`src/rtl/mult_seq.sv`:
```
// Sequential shift-add multiplier, WIDTH x WIDTH -> 2*WIDTH, optional two's-complement mode.
// Latency 2n+p+2 cycles from init sample to done; no backpressure, init only accepted in IDLE.
module mult_seq #(
    parameter int WIDTH      = 16,
    parameter int DONE_HOLD  = 30,
    parameter int EARLY_EXIT = 1
) (
    input  logic               clk,
    input  logic               reset,
    input  logic               init,
    input  logic               is_signed,
    input  logic [WIDTH-1:0]   op_A,
    input  logic [WIDTH-1:0]   op_B,
    output logic               busy,
    output logic               done,
    output logic [2*WIDTH-1:0] result
);

    localparam int CW = $clog2(WIDTH + 1);
    localparam int HW = $clog2(DONE_HOLD + 1);
    localparam logic [CW-1:0] BITS_LAST = CW'(WIDTH);
    localparam logic [HW-1:0] HOLD_LAST = HW'(DONE_HOLD - 1);

    typedef enum logic [2:0] {
        S_IDLE  = 3'd0,
        S_LOAD  = 3'd1,
        S_CHECK = 3'd2,
        S_ADD   = 3'd3,
        S_SHIFT = 3'd4,
        S_FIX   = 3'd5,
        S_DONE  = 3'd6
    } state_t;

    state_t               state_q, state_d;
    logic [2*WIDTH-1:0]   a_q, a_d;
    logic [WIDTH-1:0]     b_q, b_d;
    logic                 neg_q, neg_d;
    logic                 sgn_q, sgn_d;
    logic [CW-1:0]        bitcnt_q, bitcnt_d;
    logic [HW-1:0]        hold_q, hold_d;
    logic                 busy_q, busy_d;
    logic                 done_q, done_d;
    logic [2*WIDTH-1:0]   result_q, result_d;

    logic [WIDTH-1:0]     mag_a, mag_b, b_shift;
    logic [CW-1:0]        bitcnt_inc;

    // The magnitude of the most negative value still fits as an unsigned WIDTH-bit number.
    assign mag_a      = (sgn_q && op_A[WIDTH-1]) ? -op_A : op_A;
    assign mag_b      = (sgn_q && op_B[WIDTH-1]) ? -op_B : op_B;
    assign b_shift    = b_q >> 1;
    assign bitcnt_inc = bitcnt_q + CW'(1);

    always_comb begin
        state_d  = state_q;
        a_d      = a_q;
        b_d      = b_q;
        neg_d    = neg_q;
        sgn_d    = sgn_q;
        bitcnt_d = bitcnt_q;
        hold_d   = hold_q;
        busy_d   = busy_q;
        done_d   = done_q;
        result_d = result_q;
        case (state_q)
            S_IDLE: begin
                if (init) begin
                    sgn_d   = is_signed;
                    state_d = S_LOAD;
                end
            end
            S_LOAD: begin
                a_d      = {{WIDTH{1'b0}}, mag_a};
                b_d      = mag_b;
                neg_d    = sgn_q & (op_A[WIDTH-1] ^ op_B[WIDTH-1]);
                result_d = '0;
                bitcnt_d = '0;
                busy_d   = 1'b1;
                state_d  = S_CHECK;
            end
            S_CHECK: begin
                state_d = b_q[0] ? S_ADD : S_SHIFT;
            end
            S_ADD: begin
                result_d = result_q + a_q;
                state_d  = S_SHIFT;
            end
            S_SHIFT: begin
                a_d      = a_q << 1;
                b_d      = b_shift;
                bitcnt_d = bitcnt_inc;
                if (((EARLY_EXIT != 0) && (b_shift == '0)) || (bitcnt_inc == BITS_LAST))
                    state_d = S_FIX;
                else
                    state_d = S_CHECK;
            end
            S_FIX: begin
                // Negating a zero product yields zero, so no special case is needed.
                if (neg_q)
                    result_d = -result_q;
                busy_d  = 1'b0;
                done_d  = 1'b1;
                hold_d  = '0;
                state_d = S_DONE;
            end
            S_DONE: begin
                hold_d = hold_q + HW'(1);
                if (hold_q == HOLD_LAST) begin
                    done_d  = 1'b0;
                    hold_d  = '0;
                    state_d = S_IDLE;
                end
            end
            default: begin
                state_d = S_IDLE;
            end
        endcase
    end

    always_ff @(posedge clk or negedge reset) begin
        if (!reset) begin
            state_q  <= S_IDLE;
            a_q      <= '0;
            b_q      <= '0;
            neg_q    <= 1'b0;
            sgn_q    <= 1'b0;
            bitcnt_q <= '0;
            hold_q   <= '0;
            busy_q   <= 1'b0;
            done_q   <= 1'b0;
            result_q <= '0;
        end else begin
            state_q  <= state_d;
            a_q      <= a_d;
            b_q      <= b_d;
            neg_q    <= neg_d;
            sgn_q    <= sgn_d;
            bitcnt_q <= bitcnt_d;
            hold_q   <= hold_d;
            busy_q   <= busy_d;
            done_q   <= done_d;
            result_q <= result_d;
        end
    end

    assign busy   = busy_q;
    assign done   = done_q;
    assign result = result_q;

endmodule

```
`config.mk`:
```
export PLATFORM = sky130hd
export DESIGN_NAME = mult_seq
export DESIGN_NICKNAME = d
export VERILOG_FILES = /design/src/rtl/mult_seq.sv
export SDC_FILE = /design/constraint.sdc
export NUM_CORES = 1
export LEC_CHECK = 0
export BUFFER_PORTS_ARGS = -buffer_cell sky130_fd_sc_hd__buf_4
export CAP_MARGIN = 30
export CORE_UTILIZATION = 55
export CTS_CLUSTER_DIAMETER = 60
export DETAILED_ROUTE_END_ITERATION = 10
export GPL_ROUTABILITY_DRIVEN = 0
export PLACE_DENSITY = 0.78
export SLEW_MARGIN = 10
export SYNTH_ARGS = -nofsm -noshare
export SYNTH_HDL_FRONTEND = slang
export SYNTH_SLANG_ARGS = --single-unit
export TNS_END_PERCENT = 5
```
`constraint.sdc`:
```
create_clock -name clk -period 5.66 [get_ports clk]
set_input_delay 0.849 -clock clk [delete_from_list [all_inputs] [get_ports clk]]
set_output_delay 0.849 -clock clk [all_outputs]
set_load 0.05 [all_outputs]
```
# == Yosys cells after proc, flatten, opt, wreduce, memory -nomap -nowiden ==
# Index checks and enable logic that the tools add are counted.
# word_totals
register_bits,97
latchBits,0
ram_bits,0
rom_bits,0
out_inout_bits,34
word_cells,59
memories,0
# classes
addsub,6
n_mul,0
div_mod_pow,0
order_cmp,0
n_eq_ne,11
shift,0
mux,17
bitwise_logic,2
reduce_logical,13
# ops
cell,count
$pmux W32 S3,1
$pmux W32 S2,1
$add A32 B32 Y32,1
$mux W16,2
$mux W32,1
$neg A16 Y16,2
$neg A32 Y32,1
$pmux W16 S2,1
$pmux W3 S7,1
$pmux W5 S2,2
$logic_not A16 Y1,1
$mux W3,4
$add A5 B1 Y5 const B,2
$eq A5 B5 Y1 const B,2
$eq A3 B3 Y1 const B,3
$reduce_and A2 Y1,4
$eq A3 B2 Y1 const B,2
$ne A2 B2 Y1 const B,3
$reduce_bool A2 Y1,3
$mux W5,1
$pmux W1 S2,2
$eq A3 B1 Y1 const B,1
$logic_not A3 Y1,1
$reduce_bool A3 Y1,1
5 further kinds,6

# == Depth between registers and ports, before layout ==
# logic_depth
depth_word,5
ltp_mapped,10

# == Worst setup path before layout ==
# OpenSTA, ideal clock, no wires.
# synth_path
path_kind,reg-to-reg
from,"register result_q[0], in the netlist result[0]"
to,"register result_q[28], in the netlist result[28]"
arrival_time_ns,2.845
t_required_ns,5.527
setup_slack_ns,2.682
path_stages_with_launch,11
cell_sequence,dfrtp_1 -> ha_1 -> fa_1 -> a21oi_1 -> o21ai_0 -> a211oi_1 -> o21ai_0 -> a311oi_1 -> o221ai_1 -> xnor2_1 -> o21ai_0
# synth_between
elab_chain_len,3
word_cells_on_any_way,4
cone_classes,add/sub (2); mux (2)
# synth_lines
item,line,text
"start, declared",43,"logic [2*WIDTH-1:0] result_q, result_d;"
"start signal, assigned",142,result_q <= result_d;
$neg A32 Y32,100,result_d = -result_q;
$mux W32,99,if (neg_q)
$pmux W32 S3 *,65,case (state_q)
# Every way passes the cells marked *; elsewhere a longest branch is shown, timed or not. The select of a mux whose other input is x is not followed.
# A chain may end at the register's enable or synchronous reset.

# == Worst setup path in the final report ==
# Ends and elaborated chain as after synthesis.

==> results.toml <==
[yosys]
synthCells = 846
avgSynthCellArea_sq_um = 8.27
synth_flop_cell = "dfrtp_1"
synth.cell_area_sq_um = 7000
synth_area_leader_cell = "dfrtp_1"
synth_top_area_share_pct = 34.7
ys_warn_count = 0
ys_top_cells_by_count = "o21ai_0 (106), dfrtp_1 (97), nor2_1 (76)"
synth-edff-count = 0
synth_most_common_cell = "o21ai_0"
synth-seq-area-share_pct = 34.7
synth_area_leaders = "dfrtp_1 (35%), o21ai_0 (7.6%), ha_1 (6.6%), a21oi_1 (4.9%), a22oi_1 (4.3%)"
syn-num-nets = 920
async_reset_ff_share_pct = 100
post_synth_num_cell_types = 66
ys_seq_elements = 97

[drt]
vias_per_cell = 6.35
wl_mm = 18.6
wl_per_cell_um = 17.5
drcViolationCount = 0
drt-pass1-iter-count = 5
vias = 6770
antenna_left = 0
drt-initial-drc-count = 507

[finish]
layout.nets = 968
syn2layout_area_growth_pct = 13.9
fillers = 1068
final_util_pct = 65.3
stdcell_count = 1066
diodes = 0
final_layout_size_suffix_gt1_share_pct = 11.8

[min_path]
hold_class = "in -> async"

[floorplanning]
die_area_sq_um = 13200
die_w_um = 115
core_sq_um = 12200
num_rows = 40
ios = 70
initial_core_util_pct = 57.3
die_height_um = 115

[clock_tree]
cts_sinks = 97
post_cts_buffers = 0
htreeDepth = 3
cts-root-buf = "clkbuf_16"
cts_made_buffers = 9
clockBufferDepth = 2
path_clk_slew_ns = 0.07
cts_resized = 0
clk_latency_ns = 0.36
postCtsHoldBufs = 0
cts_tree = "done"

[grt]
antenna_found_initial = 0
grt_remaining_overflow = 0
grt_pass1_vias = 6289
grt_max_degree = 73
grt_pass1_wl_mm = 30.8
grtUsageTotal_pct = 29.6

[critical_path]
start_kind = "flip-flop"
cp.required_ns = 5.88
crit_type = "reg -> reg"
cp_slowest_cell = "a311oi_1"
worst-path-max-fanout = 6
cp_cell_sequence = "ha_1 > fa_1 > a21oi_1 > o21ai_0 > a211oi_1 > o21ai_0 > a311oi_1 > o221ai_1 > xnor2_1 > o21ai_0"
crit_arrival_ns = 3.59
cp-end-kind = "flip-flop"
critPathTopFamily = "compound AO/OA/AOI/OAI gates"
cp_num_buf_inv = 0
cp_slowest_stage_delay_ns = 0.62
crit_path_frequent_cell = "o21ai_0"

[timing]
clock_skew_ns = 0.00783
slew_violations = 0
rsz0062_at_grt = "no"
tns_ns = 0
fin_crit_ns = 3.37
finalSetupViolCount = 0
timing.fmax_mhz = 297
hold_viol = 0
setup_slack_ns = 2.29
slew_headroom_pct = 35.3
period_share_pct = 59.5
worstMarginPinSlew_ns = 0.967

[placed_design]
dp_slack_ns = 2.39
place_inst = 1048
dp_hpwl_mm = 13.6
io_buffers = 69

[power]
ir_drop_mv = 0.392
p_per_area_nw_per_um2 = 572
total_power_mw = 4.56
p_leak_nw = 3.55

[run]
maxCapViolCount = 0

[outcome]
status = "complete, no violations"
where the power goes:
part           internal [mW]  total, mW  switching (mW)  leakage [nW]
clock network          0.293      0.567           0.274         0.131
registers              0.962       1.35           0.389          1.28
logic                  0.971       2.65            1.68          2.14
final timing paths:
check,startpoint,endpoint,slack [ns],cells past startpoint
setup / recovery,result[0]$_DFFE_PN0P_,result[28]$_DFFE_PN0P_,2.29,10
hold reg to reg,b_q[0]$_DFFE_PN0P_,b_q[0]$_DFFE_PN0P_,0.49,2
min in group clk,b_q[0]$_DFFE_PN0P_,b_q[0]$_DFFE_PN0P_,0.49,2
max in group asynchronous,reset,sgn_q$_DFFE_PN0P_,4.43,3
setup reg to reg,result[0]$_DFFE_PN0P_,result[28]$_DFFE_PN0P_,2.29,10
hold / removal,reset,result[15]$_DFFE_PN0P_,0.39,1
cell families (layout without fill, tap and decap cells):
logic type	Yosys count	count (layout)	share of synthesized area (%)
multiplexers	6	6	0.894
AND/OR/NAND/NOR	272	272	19.0
flip-flops	97	97	34.7
XOR/XNOR	55	55	6.88
AO/OA/AOI/OAI	315	315	28.2
adder cells (fa/ha/maj)	38	38	6.90
buffers and inverters	63	115	3.41
cells in the final DEF (no fill, tap or decap), types with 3 or more instances in the layout:
| cell type | netlist | final |
|---|---|---|
| o41ai_1 | 3 | 3 |
| o211ai_1 | 5 | 5 |
| o32ai_1 | 4 | 4 |
| mux2i_1 | 4 | 4 |
| a21o_1 | 16 | 16 |
| clkbuf_16 | 0 | 9 |
| a21oi_1 | 69 | 69 |
| nand4_1 | 7 | 7 |
| buf_16 | 0 | 3 |
| a22o_1 | 22 | 22 |
| nand2_1 | 72 | 72 |
| and3_1 | 3 | 3 |
| nand2b_1 | 10 | 10 |
| a31oi_1 | 11 | 11 |
| inv_1 | 24 | 24 |
| clkinv_2 | 0 | 4 |
| a211oi_1 | 6 | 6 |
| ha_1 | 37 | 37 |
| o31ai_1 | 5 | 5 |
| nand3_1 | 22 | 22 |
| o21bai_1 | 5 | 5 |
| or3_1 | 12 | 12 |
| o21ai_0 | 106 | 106 |
| and2_1 | 5 | 5 |
| nand4b_1 | 3 | 3 |
| buf_4 | 0 | 72 |
| nor4_1 | 7 | 7 |
| nor2_1 | 76 | 74 |
| o21a_1 | 4 | 4 |
| xnor2_1 | 31 | 31 |
| nor3b_1 | 3 | 3 |
| dfrtp_1 | 97 | 97 |
| xor2_1 | 24 | 24 |
| nor3_1 | 33 | 33 |
| a22oi_1 | 40 | 40 |
| nor2b_1 | 4 | 4 |
metrics by stage:
stage | cell area [sq um] | hold WS (ns)
5_1_grt | 7980 | 0.409
4_1_cts | 7910 | 0.399
3_3_place_gp | 7620 | 0.464
3_5_place_dp | 7640 | 0.468
2_1_floorplan | 7000 | 0.446
6_report | 7980 | 0.387
cell type report:
cell class              count  area [sq um]  share of cell area (%)
clock inverters             6          36.3                   0.455
flip-flops and latches     97          2430                    30.4
repair buffers             76           638                    8.00
inverters                  24          90.1                    1.13
clock buffers               9           225                    2.82
multi-input cells         686          4350                    54.5
well taps                 168           210                    2.64
sequential cells by signal, summed over array words and instances (netlist names), 3 cells and up:
register and count:
a_q 32, state_q 3, hold_q 5, result 32, bitcnt_q 5, b_q 16
routing by layer:
metal | track usage [%] | up-vias | share of wire, %
li1 | - | 3234 | -
met1 | 39.5 | 3236 | 43
met2 | 49.5 | 273 | 48
met3 | 5.17 | 27 | 6.5
met4 | 8.74 | 0 | 1.8
met5 | 0 | - | 0
No activity file was read; power rests on OpenSTA's default activity.
